$ cat src/rtl/rf_arb_pkg.sv
// Shared types for the register-file write arbiter: FSM states, buffered MDU
// result entry and the hard-wired zero register.
package rf_arb_pkg;

   localparam int RF_ADDR_W = 5;
   localparam int RF_DATA_W = 32;

   localparam logic [RF_ADDR_W-1:0] ZERO_REG = '0;

   typedef enum logic {
      ARB  = 1'b0,
      HOLD = 1'b1
   } arb_state_t;

   typedef struct packed {
      logic [RF_ADDR_W-1:0] addr;
      logic [RF_DATA_W-1:0] data;
   } rf_entry_t;

endpackage

$ cat src/rtl/rf_result_fifo.sv
// Small synchronous FIFO for MDU results. Storage is not reset; only the
// pointers and occupancy count are, which is enough to discard its contents.
module rf_result_fifo #(
   parameter int W     = 37,
   parameter int DEPTH = 2,
   localparam int AW   = $clog2(DEPTH),
   localparam int CW   = $clog2(DEPTH) + 1
) (
   input  logic          clk,
   input  logic          reset,
   input  logic          push_i,
   input  logic [W-1:0]  push_data_i,
   input  logic          pop_i,
   output logic [W-1:0]  head_o,
   output logic [CW-1:0] count_o
);

   logic [W-1:0]  mem_q [DEPTH];
   logic [AW-1:0] wr_ptr_q, wr_ptr_d;
   logic [AW-1:0] rd_ptr_q, rd_ptr_d;
   logic [CW-1:0] count_q, count_d;

   // DEPTH is a power of two, so the pointers wrap by plain overflow.
   always_comb begin
      wr_ptr_d = wr_ptr_q + AW'(push_i);
      rd_ptr_d = rd_ptr_q + AW'(pop_i);
      count_d  = count_q + CW'(push_i) - CW'(pop_i);
   end

   always_ff @(posedge clk) begin
      if (push_i) begin
         mem_q[wr_ptr_q] <= push_data_i;
      end
   end

   always_ff @(posedge clk or negedge reset) begin
      if (!reset) begin
         wr_ptr_q <= '0;
         rd_ptr_q <= '0;
         count_q  <= '0;
      end else begin
         wr_ptr_q <= wr_ptr_d;
         rd_ptr_q <= rd_ptr_d;
         count_q  <= count_d;
      end
   end

   assign head_o  = mem_q[rd_ptr_q];
   assign count_o = count_q;

endmodule

$ cat src/rtl/regfile_write_arbiter.sv
// Shares the register-file write port between WB and buffered MDU results,
// with a starvation guard and a pending-write scoreboard for the hazard unit.
module regfile_write_arbiter
   import rf_arb_pkg::*;
#(
   parameter int DATA_W     = RF_DATA_W,
   parameter int ADDR_W     = RF_ADDR_W,
   parameter int BUF_DEPTH  = 2,
   parameter int STARVE_MAX = 4
) (
   input  logic              clk,
   input  logic              reset,
   input  logic              wb_valid,
   input  logic [ADDR_W-1:0] wb_addr,
   input  logic [DATA_W-1:0] wb_data,
   input  logic              md_valid,
   input  logic [ADDR_W-1:0] md_addr,
   input  logic [DATA_W-1:0] md_data,
   output logic              md_ready,
   input  logic              md_issue_valid,
   input  logic [ADDR_W-1:0] md_issue_addr,
   input  logic [ADDR_W-1:0] dec_rs,
   input  logic [ADDR_W-1:0] dec_rt,
   input  logic [ADDR_W-1:0] dec_rd,
   output logic              sb_stall,
   output logic              wb_hold,
   output logic              rf_we,
   output logic [ADDR_W-1:0] rf_waddr,
   output logic [DATA_W-1:0] rf_wdata,
   output logic              proto_err,
   output logic              dbg_state
);

   localparam int NREG = 1 << ADDR_W;
   localparam int CW   = $clog2(BUF_DEPTH) + 1;
   localparam int SW   = $clog2(STARVE_MAX + 1);
   localparam logic [CW-1:0] FULL_CNT = CW'(BUF_DEPTH);
   localparam logic [SW-1:0] CNT_LAST = SW'(STARVE_MAX - 1);

   rf_entry_t     push_entry, head_entry;
   logic [CW-1:0] fifo_count;
   logic          fifo_empty, push, pop, wb_req, wb_win, proto_set;

   arb_state_t    state_q, state_d;
   logic [SW-1:0] starve_q, starve_d;
   logic [NREG-1:0] pending_q, pending_d;
   logic          rf_we_q, rf_we_d;
   logic [ADDR_W-1:0] rf_waddr_q, rf_waddr_d;
   logic [DATA_W-1:0] rf_wdata_q, rf_wdata_d;
   logic          proto_q;

   // MDU handshake: a result transfers on a rising edge where md_valid and
   // md_ready are both high; md_ready depends only on the pre-edge count.
   assign md_ready   = reset & (fifo_count < FULL_CNT);
   assign push       = md_valid & md_ready & (md_addr != ZERO_REG);
   assign fifo_empty = (fifo_count == '0);
   assign wb_req     = wb_valid & (wb_addr != ZERO_REG);
   assign push_entry = '{addr: md_addr, data: md_data};

   rf_result_fifo #(
      .W     ($bits(rf_entry_t)),
      .DEPTH (BUF_DEPTH)
   ) u_fifo (
      .clk         (clk),
      .reset       (reset),
      .push_i      (push),
      .push_data_i (push_entry),
      .pop_i       (pop),
      .head_o      (head_entry),
      .count_o     (fifo_count)
   );

   always_comb begin
      pop       = 1'b0;
      wb_win    = 1'b0;
      proto_set = 1'b0;
      if ((state_q == HOLD) && !fifo_empty) begin
         pop       = 1'b1;
         proto_set = wb_req;
      end else if (wb_req) begin
         wb_win = 1'b1;
      end else if (!fifo_empty) begin
         pop = 1'b1;
      end
   end

   always_comb begin
      rf_we_d    = 1'b0;
      rf_waddr_d = rf_waddr_q;
      rf_wdata_d = rf_wdata_q;
      if (pop) begin
         rf_we_d    = 1'b1;
         rf_waddr_d = head_entry.addr;
         rf_wdata_d = head_entry.data;
      end else if (wb_win) begin
         rf_we_d    = 1'b1;
         rf_waddr_d = wb_addr;
         rf_wdata_d = wb_data;
      end
   end

   // Starvation guard: count consecutive WB wins over a waiting MDU result.
   always_comb begin
      state_d  = state_q;
      starve_d = starve_q;
      unique case (state_q)
         ARB: begin
            if (pop || fifo_empty) begin
               starve_d = '0;
            end else if (wb_win) begin
               if (starve_q == CNT_LAST) begin
                  state_d  = HOLD;
                  starve_d = '0;
               end else begin
                  starve_d = starve_q + SW'(1);
               end
            end
         end
         HOLD: begin
            state_d  = ARB;
            starve_d = '0;
         end
         default: begin
            state_d  = ARB;
            starve_d = '0;
         end
      endcase
   end

   // A new issue to the register being drained must stay pending, so set wins.
   always_comb begin
      pending_d = pending_q;
      if (pop) begin
         pending_d[head_entry.addr] = 1'b0;
      end
      if (md_issue_valid && (md_issue_addr != ZERO_REG)) begin
         pending_d[md_issue_addr] = 1'b1;
      end
      pending_d[0] = 1'b0;
   end

   always_ff @(posedge clk or negedge reset) begin
      if (!reset) begin
         state_q    <= ARB;
         starve_q   <= '0;
         pending_q  <= '0;
         rf_we_q    <= 1'b0;
         rf_waddr_q <= '0;
         rf_wdata_q <= '0;
         proto_q    <= 1'b0;
      end else begin
         state_q    <= state_d;
         starve_q   <= starve_d;
         pending_q  <= pending_d;
         rf_we_q    <= rf_we_d;
         rf_waddr_q <= rf_waddr_d;
         rf_wdata_q <= rf_wdata_d;
         proto_q    <= proto_q | proto_set;
      end
   end

   assign sb_stall  = pending_q[dec_rs] | pending_q[dec_rt] | pending_q[dec_rd];
   assign wb_hold   = (state_q == HOLD);
   assign dbg_state = state_q;
   assign rf_we     = rf_we_q;
   assign rf_waddr  = rf_waddr_q;
   assign rf_wdata  = rf_wdata_q;
   assign proto_err = proto_q;

endmodule

$ cat config.mk
export PLATFORM = sky130hd
export DESIGN_NAME = regfile_write_arbiter
export DESIGN_NICKNAME = d
export VERILOG_FILES = /design/src/rtl/rf_arb_pkg.sv /design/src/rtl/rf_result_fifo.sv /design/src/rtl/regfile_write_arbiter.sv
export SDC_FILE = /design/constraint.sdc
export NUM_CORES = 1
export LEC_CHECK = 0
export BUFFER_PORTS_ARGS = -buffer_cell sky130_fd_sc_hd__buf_2
export CORE_UTILIZATION = 45
export DETAILED_ROUTE_END_ITERATION = 10
export PLACE_DENSITY = 0.67
export REMOVE_ABC_BUFFERS = 1
export SETUP_SLACK_MARGIN = 0.4
export SKIP_LAST_GASP = 1
export SYNTH_ARGS = -nofsm -noshare
export SYNTH_HDL_FRONTEND = slang
export SYNTH_HIERARCHICAL = 1
export SYNTH_SLANG_ARGS = --single-unit
$ cat constraint.sdc
create_clock -name clk -period 5.4 [get_ports clk]
set_clock_uncertainty 0.05 [all_clocks]
set_input_delay 1.08 -clock clk [delete_from_list [all_inputs] [get_ports clk]]
set_output_delay 1.08 -clock clk [all_outputs]
set_load 0.005 [all_outputs]
# --- Word level (Yosys, flattened, before mapping) ---
# Memories as Yosys holds them, arrays and structs flattened.
# Cells that the tools add are included.
word_totals:
  output_inout_bits: 43
  mem_bits_rw: 74
  reg_bits: 78
  inputBits: 99
  mem_count: 1
  wordCells: 82
memory_table:
  columns: ["name", "depth", "word_bits", "read_ports", "rd_clocked_by_memory_dff", "wr", "line_no", "text"]
  rows:
  - ["u_fifo.mem_q", 2, 37, 1, 0, 1, "rf_result_fifo.sv:18", "logic [W-1:0] mem_q [DEPTH];"]
op_classes:
  n_eq_ne: 2
  n_lt_le_gt_ge: 8
  reduce_logical: 11
  addsub: 5
  bitwise: 11
  mux: 34
ops:
  columns: ["op", "n"]
  rows:
  - ["$mux W32", 4]
  - ["$and A32 B32 Y32", 1]
  - ["$not A32 Y32", 1]
  - ["$or A32 B32 Y32", 1]
  - ["$lt A5 B6 Y1 const B", 5]
  - ["$mux W1", 18]
  - ["$bmux W1 S5", 3]
  - ["$reduce_bool A5 Y1", 3]
  - ["$demux W1 S5", 2]
  - ["$ge A5 B1 Y1 const B", 2]
  - ["$mux W5", 2]
  - ["$mux W3", 3]
  - ["$pmux W3 S2", 1]
  - ["$and A1 B1 Y1", 4]
  - ["$logic_and A1 B1 Y1", 4]
  - ["$add A3 B1 Y3 const B", 1]
  - ["$eq A3 B2 Y1 const B", 1]
  - ["$ne A3 B3 Y1 const B", 1]
  - ["$or A1 B1 Y1", 3]
  - ["$add A1 B1 Y1", 2]
  - ["$add A2 B1 Y2", 1]
  - ["$logic_not A2 Y1", 1]
  - ["$lt A2 B2 Y1 const B", 1]
  - ["$pmux W1 S2", 1]
  - ["5 further kinds", 5]

# --- Depth between registers and ports, before layout ---
# Gate-level depths: netlist of run 1.
# An unclocked memory read counts as a cell.
logic_depth:
  ltp_word: 10
  depth_mapped: 9
  ltp_nobuf: 8

# --- Hierarchy ---
# The synthesis of run 1 kept the hierarchy.
modules_own_cells:
  columns: ["module", "seq_area_each_um2", "n_inst", "area_each_um2", "cells_each"]
  rows:
  - ["regfile_write_arbiter", 1851.8, 1, 4131.5, 412]
  - ["rf_result_fifo", 2322.2, 1, 2950.3, 129]

# --- Least setup slack after synthesis of run 1 ---
# Ideal clock, no wire load.
synth_timing:
  kind: "input to output"
  from: "input port dec_rd[0]"
  to: "output port sb_stall"
  path_stages: 6
  n_path_buf: 1
  setup_slack_ns: 1.888
  arrival_ns: 2.382
  required_time_ns: 4.270
  cell_sequence: "clkbuf_1 mux4_2 mux2i_1 nor3b_1 a211oi_1 nand4_1"
synth_between:
  elab_chain_len: 3
synth_rtl:
  columns: ["item", "line_no", "text"]
  rows:
  - ["start, declared", "regfile_write_arbiter.sv:24", "input logic [ADDR_W-1:0] dec_rd,"]
  - ["$bmux W1 S5", "regfile_write_arbiter.sv:162", "assign sb_stall = pending_q[dec_rs] | pending_q[dec_rt] | pending_q[dec_rd];"]
  - ["$mux W1 (implied by the code)", "regfile_write_arbiter.sv:162", null]
  - ["$or A1 B1 Y1", "regfile_write_arbiter.sv:162", null]
  - ["end, declared", "regfile_write_arbiter.sv:25", "output logic sb_stall,"]
# No other way between the ends. The select of a mux whose other input is x is not followed.

# --- Final worst setup path of run 1 ---
layout_timing:
  from: "input port dec_rs[2]"
  to: "output port sb_stall"
layout_between:
  elab_chain_len: 4
layout_rtl:
  columns: ["item", "line_no", "text"]
  rows:
  - ["start, declared", "regfile_write_arbiter.sv:22", "input logic [ADDR_W-1:0] dec_rs,"]
  - ["$bmux W1 S5", "regfile_write_arbiter.sv:162", null]
  - ["$mux W1 (implied by the code)", "regfile_write_arbiter.sv:162", null]
  - ["$or A1 B1 Y1 (2 in a row)", "regfile_write_arbiter.sv:162", null]
# No other way between the ends. The select of a mux whose other input is x is not followed.

==> results of run 1 <==
-- worst register-to-register path, stage by stage, from the launching register on --
cell and delay, ns:
dfrtp_2 1.11, mux2_2 0.53, nor3b_1 0.43, or3b_1 0.40, a22o_1 0.19
-- worst max-delay path by stage --
| stage | start | endpoint | slack [ns] | cells past startpoint |
|---|---|---|---|---|
| floorplan | wb_addr[3] | u_fifo/count_o[1] | 2.10 | 8 |
| global placement | dec_rs[2] | sb_stall | 1.69 | 7 |
| detailed placement | dec_rs[2] | sb_stall | 1.66 | 7 |
| CTS | dec_rs[2] | sb_stall | 1.65 | 7 |
| global route | dec_rs[2] | sb_stall | 1.50 | 7 |
| finish | dec_rs[2] | sb_stall | 1.66 | 7 |
-- logic make-up (layout without fill, tap and decap cells) --
group                    count (synthesis)  count (layout)  share of synthesized area (%)
flip-flops                             152             152                           58.9
adder cells (fa/ha/maj)                  5               5                          0.883
buffers and inverters                   40             187                           2.79
multiplexers                            73              73                           14.7
AND/OR/NAND/NOR                        162             162                           11.4
XOR/XNOR                                 2               2                          0.459
AO/OA/AOI/OAI                          107             107                           10.9
other                                    0               2                              0
-- through the flow --
step           setup WS (ns)  std cells
2_1_floorplan           2.10        511
3_3_place_gp            1.69        867
3_5_place_dp            1.66        867
4_1_cts                 1.65        899
5_1_grt                 1.50        899
6_report                1.66        901
-- per-layer routing --
metal  track usage [%]  routed length (um)  part of all wire (%)  vias to the layer above
li1                  -                   -                     -                     2316
met1              26.9                6990                    41                     2506
met2              37.3                8550                    50                      192
met3              6.66                1300                   7.7                       17
met4              6.44                 154                  0.91                        0
met5                 0                   0                     0                        -
-- layout by cell type (no fill, tap or decap), types with 4 or more instances in the layout --
master / count
nand2b_1: 5
clkinv_2: 6
inv_1: 8
mux2_2: 26
a22o_1: 5
clkbuf_16: 17
or2_2: 7
o21ai_0: 22
mux2_4: 20
buf_4: 5
o31ai_1: 17
a21oi_1: 4
nor2_1: 14
o22ai_1: 4
mux4_2: 14
buf_2: 140
nor2b_1: 7
o2bb2ai_1: 5
mux2i_1: 13
nand3b_1: 8
nand2_1: 82
a22oi_1: 33
dfrtp_1: 77
nand3_1: 14
edfxtp_1: 74
-- power breakdown --
group	internal (mW)	switching (mW)	leakage [nW]	total (mW)
sequential	1.53	0.331	1.61	1.86
combinational	0.616	0.541	1.71	1.16
clock	0.747	0.445	0.298	1.19
-- sequential cells by signal, summed over array words and instances (netlist names), 2 cells and up --
signal,cells
u_fifo/mem_q,74
rf_wdata,32
pending_q,31
rf_waddr,5
starve_q,3
u_fifo/count_o,2
-- layout make-up --
type                    instances  area [sq um]
repair buffers                145           738
multi-input cells             349          2720
inverters                      10          37.5
clock buffers                  19           453
fillers                      1264          6710
flip-flops and latches        152          4180
diodes                          2          5.00
well taps                     211           264
clock inverters                13           153
==> summary.md, run 1 <==
| Metric | Value |
|---|---|
| Outcome | finished clean |
| Crit-path slowest cell | mux4_2 |
| Worst-margin pin slew | 1.12 ns |
| Required time worst endpoint | 4.27 ns |
| Worst hold stages | 1 |
| Drt initial violations | 377 |
| Sequential element share of the synthesized area | 58.9% |
| Worst Hold Class | reg -> reg |
| Number of global-route vias before repair | 5215 |
| Fin. max-slew vios | 0 |
| Clock insertion delay at the later pin of the skew report | 0.41 ns |
| Area of the core | 15300 sq um |
| Initial antenna violation count | 2 |
| Yosys reg bits | 152 |
| DRT Pass-1 Iters | 5 |
| Growth of design area from synthesis to finish | 20.7% |
| Worst setup EP type | output pin |
| Post-CTS setup buffers | 0 |
| Top fanout value on the critical path | 11 |
| Routed len/inst | 18.9 um |
| Final instance area | 8540 sq um |
| Crit-path leading delay family | simple AND/OR/NAND/NOR gates |
| Design Power | 4.21 mW |
| Yosys top cell by area | edfxtp_1 |
| Final WL | 17.0 mm |
| DIE HEIGHT | 127 um |
| CTS Sinks | 152 |
| Clock transition at path regs | 0.06 ns |
| Final setup vio count | 0 |
| CTS tree | built |
| DRC | 0 |
| Worst Path Buf+Inv | 2 |
| Number of synthesized flops with an enable pin | 74 |
| PortBufs | 141 |
| Post-synth cell types | 60 |
| H-tree levels | 4 |
| Reg2Reg Depth | 4 |
| TNS Setup | 0 ns |
| Dominant synthesized flop cell | dfrtp_1 |
| Crit Reg-Reg Startpoint | u_fifo/rd_ptr_q |
| Min Tclk post-route | 3.74 ns |
| LEAKAGE | 3.63 nW |
| Worst-path cell chain | buf_2 > mux4_2 > nand4b_1 > nand2_1 > nor4_1 > nand4_1 > buf_2 |
| I/O pins | 142 |
| Initial Utilization | 46.4% |
| Largest net degree at the start of global routing | 79 |
| Hold buffer count at cts | 0 |
| Worst min-delay path startpoint | proto_err |
| Overall global routing resource usage | 21.9% |
| Longest Clk Path Bufs | 2 |
| Final Net Count | 779 |
| Final Cycle Share | 69.2% |
| RSZ-0062 raised after global routing | false |
| Yosys warns | 6 |
| Global-route wire length before repair | 27.1 mm |
| Remaining antenna violation count after routing | 0 |
| Die area | 16200 sq um |
| Post-cts resize count | 0 |
| Grt ovf | 0 |
| Top cell by count, worst path | buf_2 |
| Slack of the worst reg-to-reg path | 2.58 ns |
| Reg2reg end | pending_q[17] |
| Syn_area_per_cell | 13.1 sq um |
| DP Area | 7930 sq um |
| Crit start category | input port |
| Via count | 5031 |
| Final hold viol count | 0 |
| Layout cells sized above 1 | 37.2% |
| Max Freq | 268 MHz |
| Root buf cell | clkbuf_16 |
| Area fraction of the dominant cell type after synthesis | 31.4% |
| Ranking of synthesized cells by area | edfxtp_1 (31%), dfrtp_1 (28%), mux4_2 (4.5%) |
| Relative slew margins | 25.1% |
| Vias per std cell | 5.58 |
| Most numerous cell in the Yosys netlist | nand2_1 |
| Post-synthesis cell count | 541 |
| Final hold slack | 0.398 ns |
| Layout Utilization | 56.0% |
| DP Wirelength | 11.7 mm |
| Die Wd | 127 um |
| Commonest cells post-synth | nand2_1 (82), dfrtp_1 (78), edfxtp_1 (74) |
| WHS Endpoint | proto_err |
| FFs w/ async S/R, synth | 51.3% |
| Worst path arrival time | 2.61 ns |
| Row count | 45 |
| PwrDens | 492 nW/um^2 |
| TritonCTS buffer count | 17 |
| Max Cap Viol | 0 |
| Worst path max stage delay | 0.54 ns |
| GPL Wtd Cong | 0.888 |
| Post-Syn Area | 7080 sq um |
| Maximum vdd drop | 0.251 mV |
| Kind of critical path | in -> out |
No activity file was read; power rests on OpenSTA's default activity.
==> inputs of run 2 (changes only) <==
Settings changed: ABC_AREA set to 1, PLACE_DENSITY 0.67 to 0.69.
Clock period 5.4 ns to 3 ns, I/O delays scaled along.
==> summary.md, run 2 <==
| Metric | Value |
|---|---|
| Remaining antenna violation count after routing | 0 (unchanged) |
| Crit-path leading delay family | simple AND/OR/NAND/NOR gates |
| Yosys warns | 6 (unchanged) |
| Post-CTS setup buffers | 0 (unchanged) |
| Area fraction of the dominant cell type after synthesis | 29.5% (-1.9 points) |
| Initial antenna violation count | 1 (-1) |
| Xor-xnor portion of the synthesized cell area | 0.116% (-0.34 points) |
| Via count | 6463 (+28%) |
| Fin. max-slew vios | 0 (unchanged) |
| Final WL | 19.1 mm (+12%) |
| Clock insertion delay at the later pin of the skew report | 0.42 ns (about the same) |
| RSZ-0062 raised after global routing | false |
| Largest net degree at the start of global routing | 74 (-6.3%) |
| Relative slew margins | 34.9% (+9.8 points) |
| Pre-CTS setup slack | 0.390 ns (-1.27 ns) |
| Post-synthesis simple-gate area fraction | 26.0% (+15 points) |
| Largest register FFs | 74 (unchanged) |
| Overall global routing resource usage | 22.7% (+0.86 points) |
| Area of the core | 16100 sq um (+5.6%) |
| Dominant synthesized flop cell | dfrtp_1 |
| Proportion of synthesized area in mux cells | 0% (-15 points) |
| Final Cycle Share | 80.2% |
| Post-synthesis cell count | 887 (+64%) |
| DRC | 0 (unchanged) |
| DIE HEIGHT | 131 um (+3.1%) |
| Number of synthesized flops with an enable pin | 74 (unchanged) |
| Yosys top cell by area | edfxtp_1 |
| H-tree levels | 4 (unchanged) |
| Worst-path cell chain | buf_2 > inv_1 > nand2_1 > nand3_1 > nand3_1 > nand2_1 > nand2_1 > nand3_1 > nand2_1 > nand3_1 > buf_2 |
| Most numerous cell in the Yosys netlist | nand2_1 |
| Vias per std cell | 5.20 (-7.0%) |
| Top fanout value on the critical path | 15 (+4) |
| Longest Clk Path Bufs | 2 (unchanged) |
| Yosys reg bits | 152 (unchanged) |
| Outcome | finished clean |
| CTS tree | built |
| Post-Layout Cell Count | 1244 (+38%) |
| Clock transition at path regs | 0.06 ns (about the same) |
| Final Net Count | 1119 (+44%) |
| Max Cap Viol | 0 (unchanged) |
| Syn_area_per_cell | 8.50 sq um (-35%) |
| Worst Hold Class | in -> async |
| CTS Sinks | 152 (unchanged) |
| Die area | 17300 sq um (+6.4%) |
| Initial Utilization | 46.8% (+0.38 points) |
| Grt ovf | 0 (unchanged) |
| Routed len/inst | 15.4 um (-19%) |
| Maximum vdd drop | 0.466 mV (+86%) |
| Row count | 46 (+2.2%) |
| Commonest cells post-synth | nand2_1 (279), nand3_1 (147), inv_1 (109) |
| FFs w/ async S/R, synth | 51.3% (unchanged) |
| Growth of design area from synthesis to finish | 18.2% |
| Drt initial violations | 466 (+24%) |
| Worst Path Buf+Inv | 3 (+1) |
| Sequential element share of the synthesized area | 55.4% (-3.6 points) |
| DRT Pass-1 Iters | 7 (+2) |
| Root buf cell | clkbuf_16 |
| Required time worst endpoint | 2.35 ns (-1.92 ns) |
| DP Wirelength | 13.2 mm (+13%) |
| PortBufs | 141 (unchanged) |
| Final hold viol count | 0 (unchanged) |
| Worst-margin pin slew | 0.977 ns (-0.146 ns) |
| Kind of critical path | in -> out |
| Worst setup EP type | output pin |
| Crit start category | input port |
| Die Wd | 131 um (+3.1%) |
| Commonest non-fill, non-tap cell in the layout | nand2_1 |
| Most frequent cells in the layout | nand2_1 (279), nand3_1 (147), buf_2 (139) |
| Post-Syn Area | 7540 sq um (+6.5%) |
| Worst path max stage delay | 0.34 ns (-0.20 ns) |
| Post-synth cell types | 30 (-50%) |
| Min Tclk post-route | 2.41 ns |
| Largest family of logic cells by synthesized area | simple AND/OR/NAND/NOR gates |
| Compound-Gate Fraction of Synth Area | 8.21% (-2.7 points) |
| Synth Area in Adders | 0.830% (-0.054 points) |
| Largest Register | u_fifo/mem_q |
| Crit-path slowest cell | inv_1 |
| Number of inserted diodes | 0 (-2) |
| PwrDens | 891 nW/um^2 (+81%) |
| TritonCTS buffer count | 17 (unchanged) |
| Worst path arrival time | 1.76 ns (-0.85 ns) |
| GPL Wtd Cong | 0.893 (+0.55%) |
| LEAKAGE | 4.15 nW (+14%) |
| Layout cells sized above 1 | 18.5% (-19 points) |
| Final setup vio count | 0 (unchanged) |
| Max Freq | 416 MHz |
| PnR worst setup slack | 0.593 ns (-1.07 ns) |
| I/O pins | 142 (unchanged) |
| Placed Cells | 1212 (+40%) |
| Number of global-route vias before repair | 6203 (+19%) |
| Global-route wire length before repair | 31.1 mm (+15%) |
| Ranking of synthesized cells by area | edfxtp_1 (29%), dfrtp_1 (26%), nand2_1 (14%) |
==> run 2: cell types whose count changed in the layout (fill, tap and decap cells not counted), moves of 8 or more <==
| cell | before | now |
|---|---|---|
| o21ai_0 | 22 | 54 |
| inv_1 | 8 | 108 |
| nand2_1 | 82 | 279 |
| mux2_2 | 26 | 0 |
| o21ai_1 | 0 | 23 |
| a21oi_1 | 4 | 12 |
| a22oi_1 | 33 | 0 |
| nand3_1 | 14 | 147 |
| nor2_1 | 14 | 24 |
| mux4_2 | 14 | 0 |
| o31ai_1 | 17 | 1 |
| mux2_4 | 20 | 0 |
| o211ai_1 | 1 | 18 |
| mux2i_1 | 13 | 0 |
==> run 2: area by class of cell <==
type	count	area, sq um
multi-input cells	584	2670
inverters	112	432
well taps	216	270
clock inverters	15	180
fillers	1521	7200
flip-flops and latches	152	4180
clock buffers	17	425
repair buffers	148	763
==> run 2: cell families (layout without fill, tap and decap cells) <==
group           Yosys count  after routing
flops                   152            152
xor+xnor                  1              1
compound gates          112            112
fa+ha+maj                 5              5
buf+inv                 151            292
simple gates            466            466
==> run 2: through the flow <==
stage / area (sq um) / hold slack, ns / total power, mW / utilization (%) / setup TNS (ns)
after floorplan: 7250 / 0.254 / 4.71 / - / -0.782
after global placement: 8300 / 0.383 / 5.74 / 51.5 / 0
after detailed placement: 8300 / 0.387 / 5.79 / 51.5 / 0
after CTS: 8910 / 0.131 / 7.97 / 55.3 / 0
after global routing: 8910 / 0.151 / 8.47 / 55.3 / 0
final: 8910 / 0.129 / 7.94 / 55.3 / 0
==> run 2: path summary, 6_finish.rpt <==
path	startpoint	endpoint	slack, ns	cells past startpoint
min in group clk	md_data[24]	u_fifo/mem_q[0][24]	0.32	1
worst min register to register	starve_q[0]	starve_q[0]	0.39	1
worst min-delay path	reset	rf_wdata[13]	0.13	2
worst max-delay path	dec_rt[0]	sb_stall	0.59	11
max in group asynchronous	reset	u_fifo/rd_ptr_q	1.71	3
worst max register to register	u_fifo/rd_ptr_q	pending_q[23]	0.67	6
==> run 2: routing by layer <==
metal | wire, um | track usage [%] | part of all wire (%) | vias up
li1 | - | - | - | 3173
met1 | 8420 | 30.0 | 44 | 3004
met2 | 8750 | 35.1 | 46 | 239
met3 | 1300 | 5.98 | 6.8 | 45
met4 | 615 | 10.3 | 3.2 | 2
met5 | 11 | 0 | 0.058 | -
==> run 2: what timing repair did <==
item	CTS	global route
setup endpoints to repair	1	1
gates cloned	0	0
hold buffers	0	0
gates resized for setup	1	2
==> run 2: power by group <==
group	switching [mW]	total (mW)	internal, mW
sequential	0.465	3.27	2.80
clock	0.906	2.17	1.26
combinational	1.63	2.50	0.870
total	3.00	7.94	4.94
